## src/rtl/dma_desc_sched.sv

```systemverilog
// Descriptor FIFO and launch/retire scheduler in front of the single-channel DMA engine.
// Optional watchdog on the in-flight descriptor: define DMA_SCHED_TMO_EN.
module dma_desc_sched #(
  parameter int DEPTH = 4,
  parameter int CNT_W = 16
`ifdef DMA_SCHED_TMO_EN
  ,
  parameter int TMO_CYC = 4096
`endif
) (
  input  logic        clk,
  input  logic        rst,
  input  logic        cfg_we,
  input  logic        cfg_re,
  input  logic [4:0]  cfg_addr,
  input  logic [31:0] cfg_wdata,
  output logic [31:0] cfg_rdata,
  output logic        dma_en,
  output logic [31:0] dma_src,
  output logic [31:0] dma_dst,
  output logic [31:0] dma_len,
  input  logic        dma_irq,
  output logic        irq,
  output logic        busy
);

  localparam int AW = $clog2(DEPTH);
  localparam logic [AW:0] OCC_ONE = (AW+1)'(1);

  typedef enum logic [2:0] {S_IDLE, S_LAUNCH, S_WAIT_DONE, S_RELEASE, S_GAP} state_t;

  state_t           r_state, w_state_nxt;
  logic [31:0]      r_src, r_dst, r_len;
  logic [31:0]      r_mem_src [DEPTH];
  logic [31:0]      r_mem_dst [DEPTH];
  logic [31:0]      r_mem_len [DEPTH];
  logic [AW:0]      r_wr_ptr, r_rd_ptr, w_occ;
  logic [CNT_W-1:0] r_donecnt;
  logic [31:0]      r_dma_src, r_dma_dst, r_dma_len, w_status;
  logic             r_irq, r_err_len, r_err_ovf;
  logic             w_full, w_empty, w_cmd, w_push, w_push_ok, w_clr;
  logic             w_launch, w_pop, w_done_inc;
  logic             w_tmo, w_tmo_hit, w_err_tmo;

  assign w_occ     = r_wr_ptr - r_rd_ptr;
  assign w_empty   = (r_wr_ptr == r_rd_ptr);
  assign w_full    = (r_wr_ptr[AW] != r_rd_ptr[AW]) && (r_wr_ptr[AW-1:0] == r_rd_ptr[AW-1:0]);
  assign w_cmd     = cfg_we && (cfg_addr == 5'h0C);
  assign w_push    = w_cmd && cfg_wdata[0];
  assign w_clr     = w_cmd && cfg_wdata[1];
  // Full is judged before any pop on the same edge, so a full queue always rejects.
  assign w_push_ok = w_push && (r_len != '0) && !w_full;
  assign w_launch  = (r_state == S_IDLE) && !w_empty;

`ifdef DMA_SCHED_TMO_EN
  localparam int TW = $clog2(TMO_CYC + 1);
  logic [TW-1:0] r_tmo_cnt;
  logic          r_tmo_hit, r_err_tmo;

  assign w_tmo     = (r_state == S_WAIT_DONE) && !dma_irq && (r_tmo_cnt == TW'(TMO_CYC - 1));
  assign w_tmo_hit = r_tmo_hit;
  assign w_err_tmo = r_err_tmo;

  always_ff @(posedge clk or negedge rst) begin
    if (!rst) begin
      r_tmo_cnt <= '0;
      r_tmo_hit <= 1'b0;
      r_err_tmo <= 1'b0;
    end else begin
      r_tmo_cnt <= (r_state == S_WAIT_DONE) ? r_tmo_cnt + 1'b1 : '0;
      if (w_launch)   r_tmo_hit <= 1'b0;
      else if (w_tmo) r_tmo_hit <= 1'b1;
      if (w_clr) r_err_tmo <= 1'b0;
      if (w_tmo) r_err_tmo <= 1'b1;
    end
  end
`else
  assign w_tmo     = 1'b0;
  assign w_tmo_hit = 1'b0;
  assign w_err_tmo = 1'b0;
`endif

  always_ff @(posedge clk or negedge rst) begin
    if (!rst) r_state <= S_IDLE;
    else      r_state <= w_state_nxt;
  end

  // NOTE: every output of a combinational block gets a default first, so no path infers a latch.
  always_comb begin
    w_state_nxt = r_state;
    w_pop       = 1'b0;
    w_done_inc  = 1'b0;
    unique case (r_state)
      S_IDLE:      if (!w_empty) w_state_nxt = S_LAUNCH;
      S_LAUNCH:    w_state_nxt = S_WAIT_DONE;
      S_WAIT_DONE: begin
        if (dma_irq) begin
          w_state_nxt = S_RELEASE;
        end else if (w_tmo) begin
          w_state_nxt = S_RELEASE;
          w_pop       = 1'b1;
        end
      end
      S_RELEASE: begin
        if (!dma_irq) begin
          w_state_nxt = S_GAP;
          w_pop       = !w_tmo_hit;
          w_done_inc  = !w_tmo_hit;
        end
      end
      S_GAP:       w_state_nxt = S_IDLE;
      default:     w_state_nxt = S_IDLE;
    endcase
  end

  // NOTE: the descriptor store has no reset; the pointers alone decide which entries are valid.
  always_ff @(posedge clk) begin
    if (w_push_ok) begin
      r_mem_src[r_wr_ptr[AW-1:0]] <= r_src;
      r_mem_dst[r_wr_ptr[AW-1:0]] <= r_dst;
      r_mem_len[r_wr_ptr[AW-1:0]] <= r_len;
    end
  end

  // NOTE: sequential state uses non-blocking assignments only; later assignments win within a cycle.
  always_ff @(posedge clk or negedge rst) begin
    if (!rst) begin
      r_src     <= '0;
      r_dst     <= '0;
      r_len     <= '0;
      r_wr_ptr  <= '0;
      r_rd_ptr  <= '0;
      r_donecnt <= '0;
      r_dma_src <= '0;
      r_dma_dst <= '0;
      r_dma_len <= '0;
      r_irq     <= 1'b0;
      r_err_len <= 1'b0;
      r_err_ovf <= 1'b0;
    end else begin
      if (cfg_we && cfg_addr == 5'h00) r_src <= cfg_wdata;
      if (cfg_we && cfg_addr == 5'h04) r_dst <= cfg_wdata;
      if (cfg_we && cfg_addr == 5'h08) r_len <= cfg_wdata;
      if (w_push_ok)  r_wr_ptr  <= r_wr_ptr + 1'b1;
      if (w_pop)      r_rd_ptr  <= r_rd_ptr + 1'b1;
      if (w_done_inc) r_donecnt <= r_donecnt + 1'b1;
      if (w_launch) begin
        r_dma_src <= r_mem_src[r_rd_ptr[AW-1:0]];
        r_dma_dst <= r_mem_dst[r_rd_ptr[AW-1:0]];
        r_dma_len <= r_mem_len[r_rd_ptr[AW-1:0]];
      end
      // Clear first, then set: errors raised by a push or retire on this edge survive CLR.
      if (w_clr) begin
        r_irq     <= 1'b0;
        r_err_len <= 1'b0;
        r_err_ovf <= 1'b0;
      end
      if (w_push && r_len == '0) r_err_len <= 1'b1;
      if (w_push && w_full)      r_err_ovf <= 1'b1;
      if (w_pop && w_occ == OCC_ONE && !w_push_ok) r_irq <= 1'b1;
    end
  end

  assign dma_en  = (r_state == S_LAUNCH) || (r_state == S_WAIT_DONE);
  assign busy    = dma_en || (r_state == S_RELEASE);
  assign irq     = r_irq;
  assign dma_src = r_dma_src;
  assign dma_dst = r_dma_dst;
  assign dma_len = r_dma_len;

  always_comb begin
    w_status       = '0;
    w_status[0]    = busy;
    w_status[1]    = w_full;
    w_status[2]    = w_empty;
    w_status[3]    = r_irq;
    w_status[4]    = r_err_len;
    w_status[5]    = r_err_ovf;
    w_status[6]    = w_err_tmo;
    w_status[11:8] = 4'(w_occ);
    cfg_rdata      = '0;
    if (cfg_re) begin
      case (cfg_addr)
        5'h00:   cfg_rdata = r_src;
        5'h04:   cfg_rdata = r_dst;
        5'h08:   cfg_rdata = r_len;
        5'h10:   cfg_rdata = w_status;
        5'h14:   cfg_rdata = 32'(r_donecnt);
        default: cfg_rdata = '0;
      endcase
    end
  end

endmodule

```

## config.mk

```make
export PLATFORM = sky130hd
export DESIGN_NAME = dma_desc_sched
export DESIGN_NICKNAME = d
export VERILOG_FILES = /design/src/rtl/dma_desc_sched.sv
export SDC_FILE = /design/constraint.sdc
export NUM_CORES = 1
export LEC_CHECK = 0
export ABC_AREA = 1
export CAP_MARGIN = 20
export CORE_MARGIN = 3
export CORE_UTILIZATION = 59
export CTS_BUF_LIST = sky130_fd_sc_hd__clkbuf_16
export DETAILED_ROUTE_END_ITERATION = 7
export PLACE_DENSITY = 0.87
export SLEW_MARGIN = 20
export SYNTH_ARGS = -nofsm -noshare
export SYNTH_HDL_FRONTEND = slang
export SYNTH_SLANG_ARGS = --single-unit
```

## constraint.sdc

```tcl
create_clock -name clk -period 8.1 [get_ports clk]
set_input_delay 0.81 -clock clk [delete_from_list [all_inputs] [get_ports clk]]
set_output_delay 0.81 -clock clk [all_outputs]
set_load 0.005 [all_outputs]
```

# [Word-level counts from Yosys, hierarchy flattened]
# Memory sizes are Yosys's and may differ from the RTL's. A register that Yosys moved wholly into a read port is not among the register bits.
# Cells that the tools add are included.
# W data, S select, Z words.
[op_classes] add_sub_neg=4 n_eq_ne=15 n_mux=14 n_reduce_logical=30
[ops] cell="$pmux W32 S5" n=1
[ops] cell="$logic_not A32 Y1" n=1
[ops] cell="$mux W32" n=1
[ops] cell="$reduce_bool A32 Y1" n=1
[ops] cell="$add A16 B1 Y16 const B" n=1
[ops] cell="$logic_and A1 B1 Y1" n=14
[ops] cell="$pmux W3 S4" n=1
[ops] cell="$eq A5 B4 Y1 const B" n=2
[ops] cell="$eq A5 B5 Y1 const B" n=2
[ops] cell="$mux W3" n=3
[ops] cell="$mux W1" n=8
[ops] cell="$add A3 B1 Y3 const B" n=2
[ops] cell="$eq A3 B1 Y1 const B" n=2
[ops] cell="$eq A3 B2 Y1 const B" n=2
[ops] cell="$logic_not A1 Y1" n=6
[ops] cell="$ne A2 B2 Y1 const B" n=3
[ops] cell="$reduce_bool A2 Y1" n=3
[ops] cell="$eq A5 B3 Y1 const B" n=1
[ops] cell="$logic_not A5 Y1" n=1
[ops] cell="$eq A3 B3 Y1" n=1
[ops] cell="$logic_not A3 Y1" n=1
[ops] cell="$reduce_and A3 Y1" n=1
[ops] cell="$sub A3 B3 Y3" n=1
[ops] cell="$eq A2 B2 Y1" n=1
[ops] cell="other kinds (2)" n=3
[word_totals] ff_bits=124 ram_bits=384 output_inout_bits=131 wordCells=76 memories=3
[mem_list] memory="r_mem_dst" words=4 width=32 read_ports=1 rd_ports_with_merged_regs=1 write_ports=1 line="35" source="logic [31:0] r_mem_dst [DEPTH];"
[mem_list] memory="r_mem_len" words=4 width=32 read_ports=1 rd_ports_with_merged_regs=1 write_ports=1 line="36" source="logic [31:0] r_mem_len [DEPTH];"
[mem_list] memory="r_mem_src" words=4 width=32 read_ports=1 rd_ports_with_merged_regs=1 write_ports=1 line="34" source="logic [31:0] r_mem_src [DEPTH];"

# [Depth between registers and ports, before layout]
# Gate-level depths: netlist of the first run.
[logic_depth] depth_word=8 ltp_mapped=11 mapped_depth_nobuf=10

# [Least setup slack after synthesis of the first run]
# Ideal clock, no wire load.
[synth_path] kind="register -> register" start="reg r_rd_ptr[1]" end="mem r_mem_dst[0][0], enable pin" setup_time_ps=552 arrival_ps=5662 setup_slack_ps=1886 path_stages_with_launch=10 period_less_slack_ps=6214 path_cell_list="dfrtp_1 > inv_2 > buf_2 > buf_2 > ha_1 > nand2_1 > nor2_1 > nor2_2 > o21ai_2 > nor2_1"
[synth_between] elab_chain_len=6
[synth_rtl] element="start, declared" line="37" source="logic [AW:0] r_wr_ptr, r_rd_ptr, w_occ;"
[synth_rtl] element="start signal, assigned" line="145" source="if (w_pop) r_rd_ptr <= r_rd_ptr + 1'b1;"
[synth_rtl] element="$eq A2 B2 Y1" line="47" source="assign w_full = (r_wr_ptr[AW] != r_rd_ptr[AW]) && (r_wr_ptr[AW-1:0] == r_rd_ptr[AW-1:0]);"
[synth_rtl] element="$logic_and A1 B1 Y1" line="47"
[synth_rtl] element="$logic_not A1 Y1" line="52" source="assign w_push_ok = w_push && (r_len != '0) && !w_full;"
[synth_rtl] element="$logic_and A1 B1 Y1" line="52"
[synth_rtl] element="$mux W1" line="118" source="if (w_push_ok) begin"
[synth_rtl] element="$mux W1 (implied by the code)" line="120" source="r_mem_dst[r_wr_ptr[AW-1:0]] <= r_dst;"
[synth_rtl] element="end, declared" line="35"
# Every way passes these cells.

# [Worst setup path after layout of the first run]
[layout_path] start="reg r_rd_ptr[0]" end="mem r_mem_dst[3][20], enable pin"
# The elaborated chain is that of the path after synthesis.

==> results_dict.tcl, run 1 <==
set metrics [dict create \
    syn_avg_cell_area_sq_um 11.1 \
    grt_pass1_vias 17219 \
    dr_total_vias 17282 \
    synthArstFlopShare_pct 36.4 \
    cts_sinks 604 \
    crit_path_max_fanout 103 \
    grt_pass1_wl_microns 94400 \
    first_pass_iters 6 \
    cp-start-kind "register" \
    syn_inst 2177 \
    core.rowCount 73 \
    slew_violations 0 \
    cts_setup_buffers 0 \
    first_iter_violations 2177 \
    crit_type "reg -> reg" \
    p_per_area_nw_per_um2 332 \
    die_w_microns 209 \
    cp.required_ns 8.32 \
    drcViolationCount 0 \
    leakage_nw 11.0 \
    design_area_sq_um 28100 \
    ant_nets 0 \
    fillers 2686 \
    hpwl_microns 35600 \
    hold_class "in -> async" \
    synth.area.top_cells "edfxtp_1 (48%), dfrtp_1 (23%), nand2_1 (6.5%)" \
    drive_above_1_share_pct 5.55 \
    ys.flop_type "edfxtp_1" \
    setup_violations 0 \
    min_period_over_period_pct 56.0 \
    yosysTopAreaCellShare_pct 47.6 \
    peakVddDrop_v 0.000268 \
    antenna_found_initial 2 \
    m1WireLength_microns 21800 \
    max_freq_ghz 0.221 \
    run_status "finished, final reports clean" \
    vias_per_cell 5.99 \
    worstMarginPinSlew_ns 1.13 \
    track_usage_pct 27.6 \
    routed-wl-met2_microns 29800 \
    r2r_setup_slack_ns 3.57 \
    clockBufferDepth 3 \
    ios 173 \
    cts_resized 0 \
    cts_buffers 56 \
    clock_latency_ns 0.61 \
    relSlewSlack_pct 24.7 \
    hold_viol 0 \
    place_ws_ns 3.61 \
    endpoint_kind "register" \
    syn_nets 2228 \
    final_cell_mix "nand2_1 (419), edfxtp_1 (384), o21ai_0 (274), nor2_1 (271), dfrtp_1 (218)" \
    grt_start_max_net_pins 119 \
    synth-warning-count 0 \
    routabilityCongestion 0.922 \
    placed_cell_area_sq_um 26200 \
    skew_ns 0.0262 \
    coreArea_sq_um 40200 \
    netlist_area_sq_um 24200 \
    min_period_ns 4.53 \
    synth_area_leader_cell "edfxtp_1" \
    h-tree-depth 2 \
    routedWlPerCell_microns 20.9 \
    io_buffers 172 \
    cts_tree "done" \
    ys_seq_area_share_pct 70.3 \
    initial_core_util_pct 60.3 \
    final_common_cell "nand2_1" \
    synth_cell_types 31 \
    wl_met3_microns 6000 \
    highest_layer "met4" \
    wl_microns 60200 \
    path_clk_slew_ns 0.06 \
    die-area_sq_um 43500 \
    rsz0062_at_grt "no" \
    setup_tns_ns 0 \
    critPathArrivalTime_ns 4.75 \
    ys_ff_latch 604 \
    hold_buffers 0 \
    synth_edf_count 384 \
    layout_setup_ws_ns 3.57 \
    fp.dieH_microns 209 \
    nets 2362 \
    grt_overflow 0 \
    cap_violations 0 \
    areaGrowthSynthToFinish_pct 15.8 \
    root_buffer "clkbuf_16" \
]
per-layer routing:
layer | vias up | global-route usage (%)
li1 | 7656 | -
met1 | 8355 | 35.7
met2 | 1069 | 46.4
met3 | 202 | 4.76
met4 | 0 | 12.5
met5 | - | 0
Yosys cell counts (3+ instances only):
library cell    n
xor2_1          6
dfrtp_1       220
nand3_1        31
inv_1         181
ha_1            8
o22ai_1        96
o21ai_0       274
clkbuf_1       40
o211ai_1        4
nand2_1       419
nor2_4          7
buf_2          49
buf_4          17
nand4_1         6
o21ai_1       125
buf_6           9
nor2_1        275
nand2_2         4
inv_2           3
xnor2_1         8
edfxtp_1      384
stage by stage:
step	cells	utilization [%]	hold slack [ns]	power, mW
after floorplan	2177	-	0.452	5.60
final	2886	69.8	0.221	9.30
after global routing	2886	69.8	0.264	9.79
after global placement	2777	65.1	0.481	6.55
after detailed placement	2777	65.1	0.490	6.68
after CTS	2883	69.7	0.236	9.32
final cells by class:
class / instances / area, sq um / area share [%]
flip-flops and latches: 604 / 17000 / 60.8
multi-input cells: 1273 / 5900 / 21.0
repair buffers: 191 / 1890 / 6.75
clock buffers: 58 / 1450 / 5.17
inverters: 185 / 702 / 2.50
well taps: 525 / 657 / 2.34
clock inverters: 48 / 403 / 1.44
diodes: 2 / 5.00 / 0.0178
state kept, by name (all words and copies together), names as in the netlist, 32 cells and up:
signal / count
dma_dst: 32
r_mem_len: 128
r_len: 32
r_mem_dst: 128
dma_src: 32
r_src: 32
r_dst: 32
dma_len: 32
r_mem_src: 128
path summary, 6_finish.rpt:
check,cells past startpoint,startpoint,endpoint
worst max-delay path,7,r_rd_ptr[0]$_DFFE_PN0N_,r_mem_dst[3][20]$_DFFE_PP_
worst min-delay path,1,rst,dma_dst[8]$_DFFE_PN0P_
worst max register to register,7,r_rd_ptr[0]$_DFFE_PN0N_,r_mem_dst[3][20]$_DFFE_PP_
worst min register to register,2,r_err_len$_DFFE_PN0P_,r_err_len$_DFFE_PN0P_
max in group asynchronous,2,rst,r_len[31]$_DFFE_PN0P_
min in group clk,2,r_err_len$_DFFE_PN0P_,r_err_len$_DFFE_PN0P_
power breakdown:
group / switching [mW] / internal, mW / total, mW
registers: 0.441 / 3.74 / 4.18
logic: 1.49 / 1.00 / 2.49
clock network: 1.12 / 1.52 / 2.64
worst max-delay path, cell delays in order, from the launching register on:
cell     delay (ns)
dfrtp_4        1.15
ha_1           0.43
nand2_1        0.16
nor2_1         0.09
nor2_2         0.22
o21ai_2        0.24
nor2_4         0.86
buf_4          0.90
cell families after synthesis:
logic type,share of synthesized area [%]
simple gates,12.3
flops,70.3
buf+inv,5.45
compound gates,10.9
fa+ha+maj,0.496
xor+xnor,0.506
Power figures use the tool's default switching activity.
==> run 2: changes to the inputs <==
--- a/config.mk
+++ b/config.mk
@@ -8,10 +8,10 @@
 export ABC_AREA = 1
 export CAP_MARGIN = 20
 export CORE_MARGIN = 3
-export CORE_UTILIZATION = 59
+export CORE_UTILIZATION = 53
 export CTS_BUF_LIST = sky130_fd_sc_hd__clkbuf_16
 export DETAILED_ROUTE_END_ITERATION = 7
-export PLACE_DENSITY = 0.87
+export PLACE_DENSITY = 0.83
 export SLEW_MARGIN = 20
 export SYNTH_ARGS = -nofsm -noshare
 export SYNTH_HDL_FRONTEND = slang
==> constraint.sdc (replaced) <==
create_clock -name clk -period 3.71 [get_ports clk]
set_input_delay 0.371 -clock clk [delete_from_list [all_inputs] [get_ports clk]]
set_output_delay 0.371 -clock clk [all_outputs]
set_load 0.005 [all_outputs]
==> run 2 against run 1 <==
Clock power up 120%. Flip-flop and latch count unchanged. Register-to-register slack worse by 2.7 ns. Power increased by 120%. Routed wire length up 0.31%. Die area rose by 11%. Hold slack better by 0.16 ns. Cell count rose by 2.9%. Combinational power up 120%. Core utilization decreased by 6.4 points. Critical path type is now reg -> out. Largest cell class unchanged. Highest routed layer is now met5.
==> results_dict.tcl, run 2 (synthesized netlist as in run 1, its figures left out) <==
set metrics [dict create \
    run_status "finished, final reports clean" \
    final_cells 2969 \
    cap_violations 0 \
    cts_tree "done" \
    nets 2378 \
    drcViolationCount 0 \
    vias_per_cell 5.74 \
    clock_latency_ns 0.62 \
    slew_violations 0 \
    cts_setup_buffers 0 \
    grt-busiest-layer "met2" \
    drive_above_1_share_pct 6.06 \
    routedWlPerCell_microns 20.4 \
    place_ws_ns 0.655 \
    hold_class "in -> reg" \
    ant_nets 0 \
    fillers 3332 \
    ios 173 \
    crit_path_max_fanout 26 \
    hold_path_end "r_dst[16]$_DFFE_PN0P_" \
    peakVddDrop_v 0.000431 \
    h-tree-depth 2 \
    rsz0062_at_grt "no" \
    grt_start_max_net_pins 103 \
    routabilityCongestion 0.953 \
    grtUsageMet2_pct 42.0 \
    track_usage_pct 25.3 \
    first_iter_violations 1901 \
    leakage_nw 11.1 \
    post-route-util_pct 63.4 \
    reg2reg_from "r_rd_ptr[1]$_DFFE_PN0N_" \
    setup_tns_ns 0 \
    grt_util_met3_pct 6.30 \
    die-area_sq_um 48300 \
    hold_slack_ns 0.384 \
    hpwl_microns 37000 \
    min_period_over_period_pct 89.1 \
    endpoint_kind "output port" \
    final_common_cell "nand2_1" \
    min_path_cells 3 \
    dp_cells 2858 \
    fp.dieH_microns 220 \
    cts_sinks 604 \
    grt_overflow 0 \
    power_mw 20.5 \
    cp-start-kind "register" \
    relSlewSlack_pct 25.4 \
    root_buffer "clkbuf_16" \
    clockBufferDepth 3 \
    cp.required_ns 3.34 \
    design_area_sq_um 28400 \
    areaGrowthSynthToFinish_pct 17.1 \
    first_pass_iters 7 \
    grt_pass1_wl_microns 94200 \
    io_buffers 172 \
    antenna_found_initial 1 \
    die_w_microns 220 \
    worstMarginPinSlew_ns 1.12 \
    initial_core_util_pct 54.2 \
    grtUsageMet1_pct 32.3 \
    hold_start "cfg_wdata[16]" \
    critPathArrivalTime_ns 2.93 \
    placed_cell_area_sq_um 26500 \
    max_freq_ghz 0.303 \
    layout_setup_ws_ns 0.406 \
    path_clk_slew_ns 0.06 \
    grt_pass1_vias 17047 \
    dr_total_vias 17040 \
    p_per_area_nw_per_um2 722 \
    setup_violations 0 \
    hold_viol 0 \
    skew_ns 0.0341 \
    core.rowCount 77 \
    coreArea_sq_um 44700 \
    r2r_end "r_mem_src[3][26]$_DFFE_PP_" \
    crit_type "reg -> out" \
    cts_buffers 58 \
    min_period_ns 3.30 \
    final_cell_mix "nand2_1 (419), edfxtp_1 (384), o21ai_0 (274), nor2_1 (271), dfrtp_1 (218)" \
    r2r_cells 8 \
    wl_microns 60400 \
    antenna_cells 0 \
    r2r_setup_slack_ns 0.86 \
]
run 2: cell count changes in the layout (fill, tap and decap cells not counted), sizes merged:
cell	change
clkinv	-5
diode	-2
inv	+8
clkbuf	+1
clkinvlp	+1
bufinv	-1
buf	+13
dlygate4sd3	+1
run 2: report_power, final:
group | switching, mW | leakage (nW) | internal (mW)
combinational | 3.33 | 3.83 | 2.27
clock | 2.50 | 1.00 | 3.31
sequential | 0.897 | 6.31 | 8.17
total | 6.73 | 11.1 | 13.7
run 2: cell type report:
class	instances	area [sq um]	share of cell area, %
clock buffers	59	1480	5.21
clock inverters	51	413	1.46
flip-flops and latches	604	17000	60.1
repair buffers	205	2090	7.37
multi-input cells	1273	5900	20.8
inverters	185	699	2.47
well taps	592	741	2.61
run 2: how the worst max path moves through the flow:
stage | startpoint | slack (ns) | end | depth (start not counted)
floorplan | r_rd_ptr[1]$_DFFE_PN0N_ | -0.91 | r_mem_dst[0][0]$_DFFE_PP_ | 9
global placement | cfg_addr[2] | 0.69 | cfg_rdata[16] | 11
detailed placement | cfg_addr[2] | 0.66 | cfg_rdata[17] | 11
CTS | r_rd_ptr[0]$_DFFE_PN0N_ | 0.40 | cfg_rdata[9] | 8
global route | r_rd_ptr[0]$_DFFE_PN0N_ | 0.29 | cfg_rdata[9] | 8
finish | r_rd_ptr[0]$_DFFE_PN0N_ | 0.41 | cfg_rdata[9] | 8
run 2: per-layer routing:
metal,vias up,share of wire (%)
met4,2,3.7
met1,8262,38
met5,-,0.018
li1,7702,-
met2,905,49
met3,169,10
run 2: worst max-delay path: stages (launching register included):
cell and delay [ns]:
dfrtp_4 0.61, ha_1 0.25, fa_1 0.48, inv_1 0.06, nand2_1 0.08, nand3_1 0.12
nor2_1 0.17, nor2_1 0.07, clkdlybuf4s50_1 0.48
run 2: what timing repair did:
item / CTS / global route
endpoints found under the hold margin: 93 / 0
resized for setup: 0 / 0
endpoints found under the setup margin: 0 / 0
hold buffers: 1 / 0
